[config.mk]
export PLATFORM = sky130hd
export DESIGN_NAME = pipe_cla_adder
export DESIGN_NICKNAME = d
export VERILOG_FILES = /design/src/rtl/pipe_cla_adder.sv
export SDC_FILE = /design/constraint.sdc
export NUM_CORES = 1
export LEC_CHECK = 0
export BUFFER_PORTS_ARGS = -buffer_cell sky130_fd_sc_hd__clkbuf_2
export CORE_UTILIZATION = 54
export CTS_BUF_LIST = sky130_fd_sc_hd__clkbuf_2
export CTS_CLUSTER_DIAMETER = 80
export DETAILED_ROUTE_END_ITERATION = 8
export GPL_TIMING_DRIVEN = 1
export PLACE_DENSITY = 0.87
export SYNTH_ARGS = -nofsm -noshare
export SYNTH_HDL_FRONTEND = slang
export SYNTH_SLANG_ARGS = --single-unit
[constraint.sdc]
create_clock -name clk -period 2.9 [get_ports clk]
set_input_delay 0.87 -clock clk [delete_from_list [all_inputs] [get_ports clk]]
set_output_delay 0.87 -clock clk [all_outputs]
set_load 0.01 [all_outputs]
[src/rtl/pipe_cla_adder.sv]
// Pipelined signed adder/subtractor: one SEG-bit carry-lookahead segment per stage.
// Define PIPE_CLA_SAT_EN to saturate sum on signed overflow instead of wrapping.
module pipe_cla_adder #(
  parameter int N   = 32,
  parameter int SEG = 8
) (
  input  logic         clk,
  input  logic         rst,
  input  logic         in_valid,
  output logic         in_ready,
  input  logic [N-1:0] a,
  input  logic [N-1:0] b,
  input  logic         sub,
  output logic         out_valid,
  input  logic         out_ready,
  output logic [N-1:0] sum,
  output logic         ovf,
  output logic         cout
);

  localparam int S = N / SEG;
  localparam logic [N-1:0] SEG_MASK = N'({SEG{1'b1}});
  localparam logic [N-1:0] SAT_MAX  = {1'b0, {(N-1){1'b1}}};
  localparam logic [N-1:0] SAT_MIN  = {1'b1, {(N-1){1'b0}}};

  if ((N < 4) || ((N % SEG) != 0)) begin : g_bad_cfg
    $error("pipe_cla_adder: N must be >= 4 and a multiple of SEG");
  end

  // Returns {carry_out, sum} of one segment; every carry is a flat lookahead term.
  function automatic logic [SEG:0] cla_seg(input logic [SEG-1:0] x,
                                           input logic [SEG-1:0] y,
                                           input logic           cin);
    logic [SEG-1:0] g;
    logic [SEG-1:0] p;
    logic [SEG:0]   c;
    logic           pp;
    g    = x & y;
    p    = x ^ y;
    c    = {(SEG+1){1'b0}};
    c[0] = cin;
    for (int i = 0; i < SEG; i++) begin
      c[i+1] = g[i];
      pp     = p[i];
      for (int j = i - 1; j >= 0; j--) begin
        c[i+1] = c[i+1] | (pp & g[j]);
        pp     = pp & p[j];
      end
      c[i+1] = c[i+1] | (pp & cin);
    end
    return {c[SEG], p ^ c[SEG-1:0]};
  endfunction

  // Rotate right by one segment: consumed operand segment leaves, result segment enters on top.
  function automatic logic [N-1:0] rotr_seg(input logic [N-1:0] x);
    return (x >> SEG) | (x << (N - SEG));
  endfunction

  logic adv_s;

  assign adv_s    = !out_valid || out_ready;
  assign in_ready = adv_s;

  for (genvar k = 0; k < S; k++) begin : g_stg
    localparam int BW = N - k * SEG;

    logic [N-1:0]  wi_s;
    logic [BW-1:0] bi_s;
    logic          ci_s;
    logic          vi_s;
    logic [SEG:0]  r_s;
    logic [N-1:0]  wn_s;
    logic [N-1:0]  wd_s;
    logic          v_r;
    logic          c_r;
    logic [N-1:0]  w_r;

    if (k == 0) begin : g_src
      assign wi_s = a;
      assign bi_s = sub ? ~b : b;
      assign ci_s = sub;
      assign vi_s = in_valid;
    end else begin : g_src
      assign wi_s = g_stg[k-1].w_r;
      assign bi_s = g_stg[k-1].g_mid.bw_r;
      assign ci_s = g_stg[k-1].c_r;
      assign vi_s = g_stg[k-1].v_r;
    end

    assign r_s  = cla_seg(wi_s[SEG-1:0], bi_s[SEG-1:0], ci_s);
    assign wn_s = rotr_seg((wi_s & ~SEG_MASK) | N'(r_s[SEG-1:0]));

    if (k == S - 1) begin : g_fin
      logic         ovf_s;
      logic         ovf_r;
      logic [N-1:0] res_s;

      // Overflow = carry into MSB (recovered from MSB sum bit) xor carry out.
      always_comb begin
        ovf_s = r_s[SEG] ^ (wi_s[SEG-1] ^ bi_s[SEG-1] ^ r_s[SEG-1]);
`ifdef PIPE_CLA_SAT_EN
        if (ovf_s) begin
          res_s = r_s[SEG] ? SAT_MIN : SAT_MAX;
        end else begin
          res_s = wn_s;
        end
`else
        res_s = wn_s;
`endif
      end

      assign wd_s = res_s;

      // Overflow flag register, aligned with the final result stage.
      always_ff @(posedge clk) begin
        if (rst) begin
          ovf_r <= 1'b0;
        end else if (adv_s) begin
          ovf_r <= ovf_s;
        end
      end
    end else begin : g_mid
      logic [BW-SEG-1:0] bw_r;

      assign wd_s = wn_s;

      // Skew register for the not-yet-consumed B segments.
      always_ff @(posedge clk) begin
        if (rst) begin
          bw_r <= {(BW-SEG){1'b0}};
        end else if (adv_s) begin
          bw_r <= bi_s[BW-1:SEG];
        end
      end
    end

    // Stage register: valid, segment carry, and the merged A/result word.
    always_ff @(posedge clk) begin
      if (rst) begin
        v_r <= 1'b0;
        c_r <= 1'b0;
        w_r <= {N{1'b0}};
      end else if (adv_s) begin
        v_r <= vi_s;
        c_r <= r_s[SEG];
        w_r <= wd_s;
      end
    end
  end

  assign out_valid = g_stg[S-1].v_r;
  assign sum       = g_stg[S-1].w_r;
  assign cout      = g_stg[S-1].c_r;
  assign ovf       = g_stg[S-1].g_fin.ovf_r;

endmodule

# Word level (Yosys, flattened, before mapping)
# Cells that the tools add are included.
[totals]
word_cells = 443
regBits = 185
output_inout_bits = 36
inputBits = 69
[classes]
n_mux = 1
n_reduce_logical = 2
bitwise_logic = 424
[ops]
columns = ["cell", "count"]
rows = [
  ["1-bit AND", 256],
  ["1-bit bitwise OR", 144],
  ["24-bit by 32-bit bitwise OR with 32-bit output", 4],
  ["32-bit by 8-bit bitwise OR with 32-bit output", 4],
  ["8-bit bitwise XOR", 8],
  ["8-bit AND", 4],
  ["32-bit 2-to-1 mux", 1],
  ["32-bit inverter", 1],
  ["1-bit bitwise XOR", 3],
  ["1-bit logical NOT", 1],
  ["1-bit logical OR", 1],
]

# Logic depth before layout (Yosys ltp)
[logic_depth]
depth_word = 14
ltp_mapped = 9
ltp_nobuf = 7

# Least setup slack after synthesis
# Ideal clock, no wire load.
[synth_timing]
path_type = "input to register"
from = "input port sub"
to = "register g_stg[0].w_r[30]"
slack_ns = -0.087
path_stages = 9
n_path_buf = 2
t_arrival_ns = 2.865
setup_ns = 0.122
t_required_ns = 2.778
cell_sequence = "buf_6 > buf_2 > xor2_1 > ha_1 > a211oi_4 > o21bai_2 > a221o_1 > nor4b_1 > a311o_1"
[synth_via]
elab_chain_len = 12
elab_cells_between_ends = 23
classes_between = "mux (1); bitwise (22)"
[synth_rtl]
columns = ["element", "line", "rtl"]
rows = [
  ["start: declaration", "13", "input logic sub,"],
  ["32-bit 2-to-1 mux", "80", "assign bi_s = sub ? ~b : b;"],
  ["8-bit bitwise XOR or 8-bit AND (tied branches)", "39, 38", ""],
  ["1-bit AND, on equally long branches", "46, 47", ""],
  ["1-bit bitwise OR, or another cell as far along (4 in series)", "46", "c[i+1] = c[i+1] | (pp & g[j]);"],
  ["1-bit bitwise OR or 1-bit AND (tied branches)", "46, 49", ""],
  ["1-bit bitwise OR", "49", "c[i+1] = c[i+1] | (pp & cin);"],
  ["8-bit bitwise XOR (*)", "51", "return {c[SEG], p ^ c[SEG-1:0]};"],
  ["32-bit by 8-bit bitwise OR with 32-bit output (*)", "91", "assign wn_s = rotr_seg((wi_s & ~SEG_MASK) | N'(r_s[SEG-1:0]));"],
  ["24-bit by 32-bit bitwise OR with 32-bit output (*)", "56", "return (x >> SEG) | (x << (N - SEG));"],
  ["end signal: assignment", "142", "w_r <= {N{1'b0}};"],
  ["end signal: assignment", "146", "w_r <= wd_s;"],
  ["end: declaration", "76", "logic [N-1:0] w_r;"],
]
# Mark *: on every way between the ends. The rest lies on a longest branch, timed or not.
# A chain may end at the register's enable or synchronous reset.

# Worst setup path after layout
[layout_timing]
from = "register g_stg[3].v_r, in the netlist out_valid"
to = "output port in_ready"
[layout_via]
elab_chain_len = 2
[layout_rtl]
columns = ["element", "line", "rtl"]
rows = [
  ["start: declaration", "74", "logic v_r;"],
  ["start signal: assignment", "144", "v_r <= vi_s;"],
  ["1-bit logical NOT", "61", "assign adv_s = !out_valid || out_ready;"],
  ["1-bit logical OR", "61", ""],
  ["end: declaration", "10", "output logic in_ready,"],
]
# Every way passes these cells.

==> summary.md <==
| Metric | Value |
|---|---|
| Outcome | `completed` |
| Post-cts gate resize count | `0` |
| Sequential Power Share | `59.7%` |
| Required @ worst endpoint | `around 2 ns` |
| Core ar. | `roughly 14000 sq um` |
| Final setup vio count | `0` |
| PnR Total Power | `4720 uW` |
| Hold-fix buffers at CTS | `0` |
| CTS clk-pin slew, worst paths | `between 0.2 and 0.3 ns` |
| Vias/cell | `between 5 and 6` |
| Total gr overflow | `0` |
| Synth Instances | `~950` |
| Number of port buffers | `104` |
| Peak VDD IR | `0.293 mV` |
| Slew HR | `49.6%` |
| Total of warnings raised by yosys | `0` |
| P_leak | `~0.0037 uW` |
| Fillers | `about 1200` |
| GRT Total Usage | `between 20% and 30%` |
| CP Launch Type | `flip-flop` |
| Drt total wl | `16500 um` |
| GR Util met3 | `4.28%` |
| Power share of the clock group | `27.2%` |
| Total CTS buffers | `17` |
| Post-route antenna net violation count | `0` |
| Sw frac | `27.8%` |
| First-pass GRT wire length | `around 27000 um` |
| Post-Syn Nets | `1053` |
| Worst-Margin Slew | `0.756 ns` |
| Fin Setup TNS | `0 ns` |
| Crit path from | `out_valid` |
| Most frequent cells in the layout | `nand2_1, dfxtp_1, a21oi_1, clkbuf_2, nor2_1` |
| DR DRC count | `0` |
| Hold crit path type | `primary input to flip-flop` |
| Post-DR wirelength/cell | `between 10 and 15 um` |
| Max Clock Skew | `roughly 0.033 ns` |
| Most common cell after layout, fill and taps aside | `nand2_1` |
| Clock sink count | `around 190` |
| Synth async-reset ratio | `0%` |
| Number of cell rows | `43` |
| TritonCTS clock tree | `built` |
| Combinational power share | `about an eighth` |
| Register area | `3700 sq um` |
| Die H | `122 um` |
| Mapped Area | `7840 sq um` |
| CP arrival | `approximately 1.6 ns` |
| Reg2reg start | `g_stg[1].w_r[0]` |
| Unrepaired setup endpoints after global routing | `no` |
| Synth cell types | `44` |
| Die extent in x | `122 um` |
| Initial antenna violation count | `0` |
| Largest family of logic cells by synthesized area | `simple AND/OR/NAND/NOR gates` |
| Placed insts | `roughly 1200` |
| Final worst path period share | `between 80 and 90%` |
| Seq/Total Area, Yosys | `47.3%` |
| Worst-path maximum fanout | `4` |
| Largest net degree at the start of global routing | `126` |
| Number of global-route vias before repair | `around 5800` |
| Compound-cell area share of the yosys netlist | `17.4%` |
| Syn-to-layout area delta | `11.4%` |
| Synth Area in Simple Gates | `20.7%` |
| GR peak layer | `met1` |
| Adder-Cell Fraction of Synth Area | `5.87%` |
| Drt pass-1 iters | `5` |
| Post-Synth XOR/XNOR Area | `4.47%` |
| Hold_sp | `a[23]` |
| Global routing usage on met1 | `33.0%` |
| Final Hold Fails | `0` |
| Worst-Skew Late Latency | `0.78 ns` |
| WHS | `between 0.2 and 0.3 ns` |
| CTS H-tree lvls | `4` |
| Tmin final | `between 2 and 3 ns` |
| Max Fclk | `398 MHz` |
| Mux contribution to synthesized area | `less than 1%` |
| Footprint of the multi-input gates | `3830 sq um` |
| Number of nets in the layout | `1124` |
| Post-synth EDFFs | `0` |
| Via count | `6581` |
| Psw | `1310 uW` |
| Starting DRT DRC Count | `between 500 and 600` |
| Mean area per synthesized cell | `8.26 sq um` |
| Int Power | `3410 uW` |
| PD cells | `540 nW/um^2` |
| Crit. End Element | `output pin` |
| Synth Flop Type | `dfxtp_1` |
| Postcts setup bufs | `0` |
| Final GP Congestion | `0.801` |
| Layout cell share with drive strength beyond 1 | `15.2%` |
| Met2 usage | `33.0%` |
| Max-Cap Viols | `0` |
| Layout Cells excl Fill | `around 1200` |
| Clock Path Buffers | `2` |
| Io pins | `105` |
| Hpwl dp | `11300 um` |
| Initial Util | `55.8%` |
| CTS root buffer | `clkbuf_2` |
| Max-slew violations | `0` |
| Die ar. | `15000 sq um` |
| Fin util | `62.2%` |
| Kind of critical path | `flip-flop to output pin` |
| Synthesized flop and latch total | `185` |
## state kept, by name, indices dropped and copies added (netlist names)
name / count
g_stg.w_r: 96
g_stg.g_mid.bw_r: 48
sum: 32
g_stg.c_r: 3
g_stg.v_r: 3
cout: 1
out_valid: 1
ovf: 1
## cell usage after synthesis (all sizes together) (4+ instances only)
master | n | share of area, %
dfxtp | 185 | 47
xnor2 | 28 | 3.1
or3 | 4 | 0.32
nor4b | 8 | 0.89
a221oi | 4 | 0.45
clkbuf | 55 | 2.6
or4 | 10 | 0.96
a211oi | 34 | 3.5
inv | 14 | 0.67
nand3 | 22 | 1.4
a21oi | 142 | 9.1
nor2 | 39 | 1.9
nand4b | 4 | 0.45
a21o | 10 | 0.96
xor2 | 12 | 1.3
and3 | 7 | 0.56
nand2 | 271 | 13
ha | 32 | 5.1
o21ai | 8 | 0.51
nand4 | 11 | 0.88
buf | 12 | 0.72
a31oi | 5 | 0.40
## power by group through the flow
stage          Sequential, uW  Clock, uW  Combinational (uW)
2_1_floorplan            2850          0                 432
3_3_place_gp             2860          0                 592
3_5_place_dp             2870          0                 614
4_1_cts                  2820       1310                 618
5_1_grt                  2840       1410                 693
6_report                 2820       1280                 618
## stage by stage
| step | setup WS (ns) | instance area (sq um) |
|---|---|---|
| floorplan | 0.0304 | 7850 |
| global placement | 0.0848 | 8490 |
| detailed placement | 0.0202 | 8490 |
| CTS | 0.321 | 8730 |
| global route | 0.279 | 8730 |
| finish | 0.386 | 8730 |
## final timing paths
path / end / slack (ns) / cells past startpoint
worst max-delay path: in_ready / 0.39 / 3
worst min-delay path: g_stg[0].w_r[15] / 0.28 / 3
worst max register to register: g_stg[2].w_r[31] / 0.80 / 6
worst min register to register: g_stg[2].w_r[5] / 0.45 / 2
## logic make-up after synthesis
kind of cell | after synthesis
buffers and inverters | 81
AO/OA/AOI/OAI | 225
adder cells (fa/ha/maj) | 35
AND/OR/NAND/NOR | 381
XOR/XNOR | 40
flip-flops | 185
multiplexers | 2
## cell type report
| type | count | share of cell area [%] |
|---|---|---|
| multi-input cells | 683 | 43.9 |
| flip-flops and latches | 185 | 42.4 |
| repair buffers | 119 | 7.71 |
| well taps | 180 | 2.58 |
| clock inverters | 14 | 1.69 |
| clock buffers | 18 | 1.03 |
| inverters | 14 | 0.659 |
| diodes | 1 | 0.0287 |
## layer usage
layer	vias to the layer above	routed length (um)
li1	3387	-
met1	2970	8130
met2	199	7130
met3	25	981
met4	0	283
met5	-	0
## critical path, cell delays in order (launching register included)
cell	delay [ns]
dfxtp_1	0.40
nor2b_4	0.25
inv_6	0.06
clkbuf_2	0.16
Note: power is estimated with default switching activity, not from simulation.
